`src/rtl/cd_cfg_master.sv`:
```
// Configuration bus initiator for the clock divider.
// Collects a byte-framed command from the UART RX stream (sync, addr, data MSB-first, checksum),
// validates the XOR checksum and issues a single c_valid/c_ready write, aborting on timeout.
module cd_cfg_master #(
    parameter int unsigned WIDTH_CONFIG_ADDR = 8,
    parameter int unsigned WIDTH_CONFIG_DATA = 16,
    parameter int unsigned DATA_BYTES        = 2,
    parameter logic [7:0]  SYNC_BYTE         = 8'hA5,
    parameter int unsigned TIMEOUT_CYCLES    = 1024,
    parameter int unsigned WIDTH_TIMEOUT     = 10
) (
    input  logic                         clk,
    input  logic                         rst,
    input  logic [7:0]                   rx_data,
    input  logic                         rx_valid,
    output logic                         rx_ready,
    output logic [WIDTH_CONFIG_ADDR-1:0] c_addr,
    output logic [WIDTH_CONFIG_DATA-1:0] c_data,
    output logic                         c_valid,
    input  logic                         c_ready,
    output logic                         busy,
    output logic                         done,
    output logic                         err_csum,
    output logic                         err_timeout
);

    localparam int unsigned ShiftW = DATA_BYTES * 8;
    localparam int unsigned CntW   = (DATA_BYTES > 1) ? $clog2(DATA_BYTES) : 1;

    localparam logic [CntW-1:0]          LastByte    = CntW'(DATA_BYTES - 1);
    localparam logic [WIDTH_TIMEOUT-1:0] TimeoutLast = WIDTH_TIMEOUT'(TIMEOUT_CYCLES - 1);

    localparam logic [2:0] StIdle  = 3'd0;
    localparam logic [2:0] StAddr  = 3'd1;
    localparam logic [2:0] StData  = 3'd2;
    localparam logic [2:0] StCsum  = 3'd3;
    localparam logic [2:0] StIssue = 3'd4;

    logic [2:0]                   state_q, state_d;
    logic [WIDTH_CONFIG_ADDR-1:0] addr_q, addr_d;
    logic [ShiftW-1:0]            data_q, data_d;
    logic [7:0]                   csum_q, csum_d;
    logic [CntW-1:0]              cnt_q, cnt_d;
    logic [WIDTH_TIMEOUT-1:0]     tmo_q, tmo_d;
    logic                         done_q, done_d;
    logic                         err_csum_q, err_csum_d;
    logic                         err_timeout_q, err_timeout_d;
    logic                         accept;

    assign accept = rx_valid & rx_ready;

    // Frame parser and write-issue next-state logic.
    always_comb begin
        state_d       = state_q;
        addr_d        = addr_q;
        data_d        = data_q;
        csum_d        = csum_q;
        cnt_d         = cnt_q;
        tmo_d         = tmo_q;
        done_d        = 1'b0;
        err_csum_d    = 1'b0;
        err_timeout_d = 1'b0;
        case (state_q)
            StIdle: begin
                if (accept && (rx_data == SYNC_BYTE)) begin
                    state_d = StAddr;
                end
            end
            StAddr: begin
                if (accept) begin
                    addr_d  = rx_data[WIDTH_CONFIG_ADDR-1:0];
                    csum_d  = rx_data;
                    cnt_d   = '0;
                    state_d = StData;
                end
            end
            StData: begin
                if (accept) begin
                    // Shift/OR form stays legal when DATA_BYTES is 1.
                    data_d = (data_q << 8) | ShiftW'(rx_data);
                    csum_d = csum_q ^ rx_data;
                    if (cnt_q == LastByte) begin
                        state_d = StCsum;
                    end else begin
                        cnt_d = cnt_q + 1'b1;
                    end
                end
            end
            StCsum: begin
                if (accept) begin
                    if (rx_data == csum_q) begin
                        tmo_d   = '0;
                        state_d = StIssue;
                    end else begin
                        err_csum_d = 1'b1;
                        state_d    = StIdle;
                    end
                end
            end
            StIssue: begin
                // A handshake on the final allowed cycle takes priority over the abort.
                if (c_ready) begin
                    done_d  = 1'b1;
                    state_d = StIdle;
                end else if (tmo_q == TimeoutLast) begin
                    err_timeout_d = 1'b1;
                    state_d       = StIdle;
                end else begin
                    tmo_d = tmo_q + 1'b1;
                end
            end
            default: state_d = StIdle;
        endcase
    end

    // State and datapath registers with synchronous reset.
    always_ff @(posedge clk) begin
        if (rst) begin
            state_q       <= StIdle;
            addr_q        <= '0;
            data_q        <= '0;
            csum_q        <= '0;
            cnt_q         <= '0;
            tmo_q         <= '0;
            done_q        <= 1'b0;
            err_csum_q    <= 1'b0;
            err_timeout_q <= 1'b0;
        end else begin
            state_q       <= state_d;
            addr_q        <= addr_d;
            data_q        <= data_d;
            csum_q        <= csum_d;
            cnt_q         <= cnt_d;
            tmo_q         <= tmo_d;
            done_q        <= done_d;
            err_csum_q    <= err_csum_d;
            err_timeout_q <= err_timeout_d;
        end
    end

    assign rx_ready    = (state_q != StIssue);
    assign c_valid     = (state_q == StIssue);
    assign busy        = (state_q != StIdle);
    assign c_addr      = addr_q;
    assign c_data      = data_q[WIDTH_CONFIG_DATA-1:0];
    assign done        = done_q;
    assign err_csum    = err_csum_q;
    assign err_timeout = err_timeout_q;

endmodule

```
`config.mk`:
```
export PLATFORM = sky130hd
export DESIGN_NAME = cd_cfg_master
export DESIGN_NICKNAME = d
export VERILOG_FILES = /design/src/rtl/cd_cfg_master.sv
export SDC_FILE = /design/constraint.sdc
export NUM_CORES = 1
export LEC_CHECK = 0
export BUFFER_PORTS_ARGS = -buffer_cell sky130_fd_sc_hd__buf_2
export CORE_ASPECT_RATIO = 2
export CORE_UTILIZATION = 49
export DETAILED_ROUTE_END_ITERATION = 8
export PLACE_DENSITY = 0.83
export SYNTH_ARGS = -nofsm -noshare
export SYNTH_HDL_FRONTEND = slang
export SYNTH_SLANG_ARGS = --single-unit
export TNS_END_PERCENT = 50
```
`constraint.sdc`:
```
create_clock -name clk -period 2 [get_ports clk]
set_clock_uncertainty 0.1 [all_clocks]
set_input_delay 0.6 -clock clk [delete_from_list [all_inputs] [get_ports clk]]
set_output_delay 0.6 -clock clk [all_outputs]
set_load 0.05 [all_outputs]
```
==> impl_metrics.json, run 1 <==
{
  "core_area_mm2": 0.004170,
  "drc": 0,
  "cts_root_buf": "clkbuf_8",
  "tightestPinTransition_ns": 0.4827,
  "ios": 42,
  "cts_tree": "built",
  "r2r-start": "state_q[0]",
  "hpwlAfterDp_um": 4300,
  "die_y_um": 96.19,
  "criticalPathCategory": "reg2out",
  "fin_nets": 349,
  "cp_max_fo": 3,
  "required_ns": 1.30,
  "initial_core_util_pct": 52.12,
  "vias": 2235,
  "hold_ws_ns": 0.3591,
  "finalMaxSlewViolations": 0,
  "ys_types": 43,
  "setup_violations": 1,
  "synth_seq_cells": 49,
  "clk_latency_ns": 0.30,
  "die_area_mm2": 0.004722,
  "relSlewSlack_pct": 67.82,
  "num_rows": 33,
  "syn_nets": 284,
  "status": "finished, violations left",
  "cap_violations": 0,
  "die_w_um": 49.09,
  "power.density_mw_per_mm2": 601.3,
  "grt-ovfl-total": 0,
  "antenna_found_initial": 0,
  "fmax_mhz": 498.3,
  "grt_start_max_net_pins": 25,
  "cts.sinks": 49,
  "ys_seq_area_share_pct": 45.14,
  "track_usage_pct": 26.51,
  "drive_above_1_share_pct": 26.41,
  "setup_ws_ns": -0.006861,
  "hp-start": "c_data[10]",
  "min_to": "c_data[10]",
  "n_antenna_cell": 0,
  "dp.cells": 375,
  "port_buffers": 41,
  "hold_depth": 2,
  "avgSynthCellArea_um2": 8.020,
  "finalCritPeriodShare_pct": 100.3,
  "vias_per_cell": 5.746,
  "synth_edf_count": 0,
  "worst_setup_path_end_kind": "primary output",
  "syn_to_final_growth_pct": 27.00,
  "syn_area_mm2": 0.002173,
  "ir_drop_uv": 642.8,
  "cts_hold_buf": 0,
  "fin_cells": 389,
  "hold_class": "reg2reg",
  "finalHoldViolations": 0,
  "antenna_left": 0,
  "place_congestion": 0.8992,
  "final_common_cell": "nand2_1",
  "drtIter0Drc": 40,
  "final_cell_mix": "66 x nand2_1, 47 x dfxtp_1, 38 x a21oi_1, 38 x buf_2, 28 x buf_4",
  "grt_pass1_wl_um": 9439,
  "clockBufferDepth": 2,
  "rrSetupSlack_ns": 0.06,
  "violations": "setup timing",
  "tns_ns": -0.006861,
  "postRouteWirelength_um": 5829,
  "place_area_mm2": 0.002570,
  "finish.instance_area_mm2": 0.002760,
  "worstSetupStartpointType": "flop",
  "rsz0062_at_grt": "yes",
  "ys.flop_type": "dfxtp_1",
  "drt_pass1_iterations": 4,
  "ff2ff_path_depth": 7,
  "r2r_end": "tmo_q[5]",
  "wl_per_cell_um": 14.98,
  "grt_pass1_vias": 2171,
  "yosys_warnings": 0,
  "p_leak_nw": 1.081,
  "synthCells": 271,
  "layout_min_cycle_time_ns": 2.007,
  "htreeDepth": 2,
  "async_flop_share_pct": 0,
  "clk_pin_slew_worst_paths_ns": 0.09,
  "cts_buffers": 5,
  "critPathArrivalTime_ns": 1.31
}
## timing repair
| item | CTS | global route |
|---|---|---|
| pin swaps | 1 | 4 |
| resized for setup | 13 | 3 |
| endpoints found under the setup margin | 3 | 9 |
| hold endpoints to repair | 0 | 0 |
| setup buffers | 2 | 4 |
## Yosys cell counts (4+ instances only)
master / n / share of area (%)
a21oi_1: 38 / 8.8
a31oi_1: 4 / 1.2
nor2_1: 14 / 2.4
nand3_1: 10 / 2.3
or3_1: 6 / 1.7
nor3_1: 6 / 1.4
o21ai_0: 11 / 2.5
nand4_1: 4 / 1.2
nand2_1: 66 / 11
xnor2_1: 9 / 3.6
dfxtp_1: 49 / 45
clkbuf_1: 9 / 1.6
o211ai_1: 8 / 2.8
## worst max path at each step
stage	startpoint	endpoint	slack (ns)	cells past startpoint
2_1_floorplan	state_q[1]	c_valid	0.05	4
3_3_place_gp	rx_data[1]	tmo_q[1]	-0.05	6
3_5_place_dp	rx_data[1]	tmo_q[1]	-0.08	6
4_1_cts	state_q[0]	busy	-0.02	3
5_1_grt	state_q[2]	busy	-0.03	3
6_report	state_q[2]	busy	-0.007	3
## metrics by stage
stage / worst slack (ns) / power [mW] / utilization, %
3_3_place_gp: -0.04868 / 1.107 / 61.63
4_1_cts: -0.02240 / 1.669 / 65.02
5_1_grt: -0.03258 / 1.707 / 66.19
3_5_place_dp: -0.07818 / 1.108 / 61.63
6_report: -0.006861 / 1.660 / 66.19
2_1_floorplan: 0.05318 / 1.048 / -
## critical path, stage by stage, from the launching register on
cell and delay [ns]:
dfxtp_2 0.33, buf_6 0.11, or3_4 0.40, buf_8 0.16
## cell families after synthesis
group           Yosys count  synth area share (%)
simple gates            122                 26.54
buf+inv                  17                 4.087
flops                    49                 45.14
fa+ha+maj                 1                0.5756
mux                       2                0.9212
xor+xnor                 10                 4.030
compound gates           70                 18.71
## flip-flops by register name, summed over array words and instances (netlist names)
register	count
err_csum	1
state_q	3
c_addr	8
tmo_q	10
done	1
csum_q	8
c_data	16
cnt_q	1
err_timeout	1
## per-layer routing
layer / vias to the layer above / part of all wire (%) / global-route usage (%)
li1: 1076 / - / -
met1: 1044 / 34 / 23.63
met2: 87 / 57 / 52.28
met3: 28 / 4.0 / 4.107
met4: 0 / 5.2 / 18.63
met5: - / 0 / 0
## report_power, final
part	internal (mW)	switching (mW)	total, mW
clock network	0.242	0.327	0.569
registers	0.979	0.00386	0.982
logic	0.0442	0.0637	0.108
total	1.26	0.395	1.66
## layout make-up
| type | count | area [um^2] |
|---|---|---|
| Fill cell | 346 | 1410 |
| Multi-Input combinational cell | 205 | 1126 |
| Sequential cell | 49 | 983.4 |
| Timing Repair Buffer | 73 | 491.7 |
| Clock buffer | 5 | 68.82 |
| Tap cell | 52 | 65.06 |
| Clock inverter | 3 | 17.52 |
| Inverter | 2 | 7.507 |
No activity file was read; power rests on OpenSTA's default activity.
==> inputs of run 2 (changes only) <==
HOLD_SLACK_MARGIN = 0.05   (was default)
clock period = 1.7 ns   (was 2 ns; I/O delays follow)
==> run 2 against run 1 <==
  * The flow still finishes with violations (setup timing)
  * Critical path depth stayed put
  * Core utilization is 8.0 points higher
  * Cell area is 12% higher
  * First-iteration DRC count is 140% higher
  * Combinational power is 29% higher
  * Sequential power is 18% higher
  * Global-route usage is 1.4 points higher
  * Sequential cell count stayed put
  * Non-clock buffer count is 17 higher
  * Die area stayed put
  * Sequential share of layout area is 3.7 points lower
  * Hold slack worse by 0.0045 ns
==> impl_metrics.json, run 2 (synthesized netlist as in run 1, its figures left out) <==
{
  "status": "finished, violations left",
  "violations": "setup timing",
  "required_ns": 1.09,
  "grt_pass1_wl_um": 9908,
  "final_common_cell": "nand2_1",
  "drc": 0,
  "comb_power_share_pct": 6.4,
  "grt_pass1_vias": 2220,
  "cts_root_buf": "clkbuf_8",
  "grt-ovfl-total": 0,
  "clk_latency_ns": 0.31,
  "slowest_stage": "or3b_4",
  "hold_class": "reg2reg",
  "grtUsageMet2_pct": 54.22,
  "switchingPower_uw": 490.2,
  "drt_pass1_iterations": 4,
  "place_area_mm2": 0.002704,
  "seqPwrFrac_pct": 53.1,
  "setup_ws_ns": -0.2418,
  "cp_num_buf_inv": 2,
  "grtUsageMet3_pct": 3.949,
  "vias": 2335,
  "finalCritPeriodShare_pct": 114.2,
  "die_w_um": 49.09,
  "postRouteWirelength_um": 6716,
  "hp-start": "c_data[10]",
  "worst_setup_path_end_kind": "primary output",
  "tightestPinTransition_ns": 0.4972,
  "layout_min_cycle_time_ns": 1.942,
  "p_int_mw": 1.689,
  "clockBufferDepth": 2,
  "antenna_left": 0,
  "initial_core_util_pct": 52.12,
  "r2r-start": "state_q[2]",
  "setup_violations": 12,
  "hold_ws_ns": 0.3546,
  "power.share.clock_pct": 40.6,
  "criticalPathCategory": "reg2out",
  "cts_buffers": 5,
  "hold_depth": 2,
  "power.density_mw_per_mm2": 704.3,
  "relSlewSlack_pct": 66.85,
  "ios": 42,
  "finalMaxSlewViolations": 0,
  "finalHoldViolations": 0,
  "htreeDepth": 2,
  "port_buffers": 41,
  "cpPeakStageDelay_ns": 0.43,
  "critPathArrivalTime_ns": 1.33,
  "n_antenna_cell": 0,
  "crit_chain": "or3b_4 -> clkinv_2 -> buf_8",
  "antenna_found_initial": 0,
  "use_met1_pct": 25.61,
  "clk_pin_slew_worst_paths_ns": 0.09,
  "vias_per_cell": 5.737,
  "wl_per_cell_um": 16.50,
  "num_rows": 33,
  "syn_to_final_growth_pct": 42.37,
  "die_y_um": 96.19,
  "finish.instance_area_mm2": 0.003094,
  "die_area_mm2": 0.004722,
  "ir_drop_uv": 871.6,
  "drtIter0Drc": 96,
  "p_leak_nw": 1.210,
  "grt_busiest_layer": "met2",
  "cap_violations": 0,
  "place_congestion": 0.9099,
  "crit_family": "simple AND/OR/NAND/NOR gates",
  "min_to": "c_data[10]",
  "cts_tree": "built",
  "rsz0062_at_grt": "yes",
  "worstSetupStartpointType": "flop",
  "final_cell_mix": "64 x nand2_1, 43 x dfxtp_1, 38 x buf_2, 38 x buf_4, 35 x a21oi_1",
  "largest_register_ffs": 16,
  "track_usage_pct": 27.91,
  "switching_share_pct": 22.49,
  "cp_max_fo": 3,
  "cts.sinks": 49,
  "drive_above_1_share_pct": 36.90,
  "rrSetupSlack_ns": -0.12,
  "grt_start_max_net_pins": 24,
  "fmax_mhz": 515.0,
  "core_area_mm2": 0.004170,
  "hpwlAfterDp_um": 4461,
  "r2r_end": "tmo_q[6]",
  "ff2ff_path_depth": 6,
  "fin_nets": 367
}
-- run 2: changes by cell type in the layout (fill, tap and decap cells not counted), moves of 3 or more --
cell / before / now
a21oi_2: 0 / 3
dfxtp_2: 2 / 6
dfxtp_1: 47 / 43
a21oi_1: 38 / 35
buf_6: 5 / 10
buf_4: 28 / 38
or3_4: 1 / 4
-- run 2: through the flow --
step | setup WS (ns) | cells | TNS, ns | power, mW | util (%)
floorplan | -0.1368 | 271 | -1.336 | 1.234 | -
global placement | -0.3029 | 390 | -2.688 | 1.308 | 64.84
detailed placement | -0.3476 | 390 | -2.984 | 1.310 | 64.84
CTS | -0.2206 | 405 | -0.8195 | 2.176 | 72.13
global route | -0.2634 | 407 | -1.947 | 2.225 | 74.20
finish | -0.2418 | 407 | -1.280 | 2.179 | 74.20
-- run 2: metal layers --
metal | wire [um] | vias to the layer above
met3 | 297 | 25
met5 | 0 | -
met1 | 2336 | 1111
met4 | 357 | 0
li1 | - | 1110
met2 | 3725 | 89
-- run 2: power by group through the flow --
stage / registers, mW / clock network (mW) / logic [mW]
finish: 1.16 / 0.884 / 0.139
floorplan: 1.19 / 0 / 0.0470
CTS: 1.16 / 0.887 / 0.133
global route: 1.16 / 0.922 / 0.146
global placement: 1.18 / 0 / 0.126
detailed placement: 1.18 / 0 / 0.127
-- run 2: what timing repair did --
item | 4_1_cts | 5_1_grt
gates resized for setup | 32 | 19
gates cloned | 0 | 1
hold buffers | 0 | 0
pin swaps | 8 | 8
setup buffers | 7 | 2
setup endpoints to repair | 16 | 32
-- run 2: worst max-delay path by stage --
stage                from  slack, ns       end  cells past startpoint
2_1_floorplan  state_q[1]      -0.14  tmo_q[6]                      8
3_3_place_gp   rx_data[4]      -0.30  tmo_q[1]                      6
3_5_place_dp   rx_data[3]      -0.35  tmo_q[1]                      6
4_1_cts        state_q[0]      -0.22      busy                      3
5_1_grt        state_q[2]      -0.26   c_valid                      3
6_report       state_q[2]      -0.24   c_valid                      3
-- run 2: layout make-up --
type | instances | area, um^2
fillers | 282 | 1076
flip-flops and latches | 49 | 988.4
multi-input cells | 206 | 1254
well taps | 52 | 65.06
repair buffers | 90 | 658.1
clock inverters | 2 | 37.54
clock buffers | 6 | 82.58
inverters | 2 | 8.758
-- run 2: tightest hold or removal path: stages (launching register included) --
cell,delay [ns]
dfxtp_1,0.32
nand2_1,0.05
a21oi_1,0.05
==> inputs of run 3 (changes only) <==
CORE_MARGIN = 5   (was default)
CORE_UTILIZATION = 54   (was 49)
PLACE_DENSITY = 0.86   (was 0.83)
clock period = 1.9 ns   (was 1.7 ns; I/O delays follow)
==> run 3 against run 2 <==
  * The flow still finishes with violations (setup timing)
  * First-iteration DRC count is 47% lower
  * Critical path depth stayed put
  * Routed wire length is 11% lower
  * Combinational power is 18% lower
  * Worst setup slack better by 0.18 ns
  * Clock power is 31% lower
  * Die area is 16% higher
  * Hold slack better by 0.0040 ns
  * Core utilization is 2.2 points lower
  * Via count is 4.8% lower
  * Critical path type unchanged
==> impl_metrics.json, run 3 (synthesized netlist as in run 1, its figures left out) <==
{
  "power.density_mw_per_mm2": 628.4,
  "fin_util_pct": 72.00,
  "required_ns": 1.23,
  "grt_pass1_wl_um": 10220,
  "slowest_stage": "or3_4",
  "ir_drop_uv": 665.7,
  "hold_class": "reg2reg",
  "worstSetupStartpointType": "flop",
  "violations": "setup timing",
  "final_cell_mix": "66 x nand2_1, 46 x dfxtp_1, 38 x a21oi_1, 38 x buf_2, 29 x buf_4",
  "p_leak_nw": 1.087,
  "antenna_found_initial": 0,
  "die_y_um": 99.72,
  "cp_max_fo": 2,
  "finalCritPeriodShare_pct": 103.4,
  "rsz0062_at_grt": "yes",
  "grt_pass1_vias": 2206,
  "htreeDepth": 2,
  "cts_tree": "built",
  "cpPeakStageDelay_ns": 0.39,
  "drtIter0Drc": 51,
  "crit_chain": "buf_6 -> or3_4 -> buf_8",
  "drc": 0,
  "clk_latency_ns": 0.30,
  "cts_root_buf": "clkbuf_8",
  "relSlewSlack_pct": 73.27,
  "hold_ws_ns": 0.3586,
  "setup_violations": 2,
  "cp_num_buf_inv": 2,
  "multi_input_area_mm2": 0.001146,
  "clockBufferDepth": 2,
  "place_area_mm2": 0.002600,
  "status": "finished, violations left",
  "hpwlAfterDp_um": 4371,
  "n_antenna_cell": 0,
  "cap_violations": 0,
  "initial_core_util_pct": 55.96,
  "layout_min_cycle_time_ns": 1.964,
  "cts_buffers": 5,
  "clk_pin_slew_worst_paths_ns": 0.08,
  "die_w_um": 54.86,
  "die_area_mm2": 0.005471,
  "cts.sinks": 49,
  "finalMaxSlewViolations": 0,
  "wl_per_cell_um": 15.41,
  "place_congestion": 0.9493,
  "antenna_left": 0,
  "vias_per_cell": 5.729,
  "criticalPathCategory": "reg2out",
  "num_rows": 32,
  "grt-ovfl-total": 0,
  "ios": 42,
  "worst_setup_path_end_kind": "primary output",
  "vias": 2223,
  "power_mw": 1.757,
  "syn_to_final_growth_pct": 28.67,
  "area.sequential_um2": 984.7,
  "core_area_mm2": 0.003884,
  "largest_register_ffs": 16,
  "drt_pass1_iterations": 4,
  "n_fill_cell": 314,
  "drive_above_1_share_pct": 27.60,
  "finish.instance_area_mm2": 0.002796,
  "fmax_mhz": 509.1,
  "track_usage_pct": 24.88,
  "setup_ws_ns": -0.06412,
  "postRouteWirelength_um": 5981,
  "port_buffers": 41,
  "final_common_cell": "nand2_1",
  "tightestPinTransition_ns": 0.3954,
  "finalHoldViolations": 0,
  "critPathArrivalTime_ns": 1.29,
  "fin_nets": 350,
  "crit_family": "simple AND/OR/NAND/NOR gates",
  "cts_hold_buf": 0,
  "grt_start_max_net_pins": 24
}
run 3: area by class of cell:
type	instances	share of cell area (%)
multi-input cells	205	40.98
flip-flops and latches	49	35.21
repair buffers	74	18.12
clock buffers	7	3.087
well taps	51	2.282
inverters	2	0.3132
run 3: worst reg2reg max path, delay by kind of cell, from the launching register on:
family | cells | cell delay, ns
AOI/OAI and AO/OA | 2 | 0.26
and+or+nand+nor | 3 | 0.88
DFF | 1 | 0.34
buffers and inverters | 1 | 0.16
run 3: timing repair:
item                                    4_1_cts  5_1_grt
endpoints found under the setup margin        6       17
gates cloned                                  0        0
gates resized for setup                      17        7
buffers inserted                              1        2
pin swaps                                     2        2
run 3: path summary, 6_finish.rpt:
kind | startpoint | end | slack [ns] | depth (start not counted)
min reg2reg | c_addr[4] | c_addr[4] | 0.36 | 2
min | c_addr[4] | c_addr[4] | 0.36 | 2
max | state_q[0] | busy | -0.06 | 3
max reg2reg | state_q[2] | tmo_q[5] | 0.10 | 6
run 3: metrics by stage:
stage | TNS [ns] | instances | setup slack, ns
after global placement | -0.7120 | 378 | -0.1085
final | -0.1091 | 388 | -0.06412
after detailed placement | -0.9443 | 378 | -0.1525
after floorplan | 0 | 271 | 0.02578
after global routing | -0.2275 | 388 | -0.09773
after CTS | -0.1180 | 386 | -0.06915
run 3: power breakdown:
| part | switching, mW | internal, mW |
|---|---|---|
| logic | 0.0656 | 0.0480 |
| clock network | 0.320 | 0.289 |
| registers | 0.00412 | 1.03 |
| total | 0.390 | 1.37 |
run 3: metal layers:
layer	part of all wire (%)	track usage, %
met2	54	41.51
met3	4.4	4.048
met4	5.9	14.97
met1	35	27.76
met5	0	0
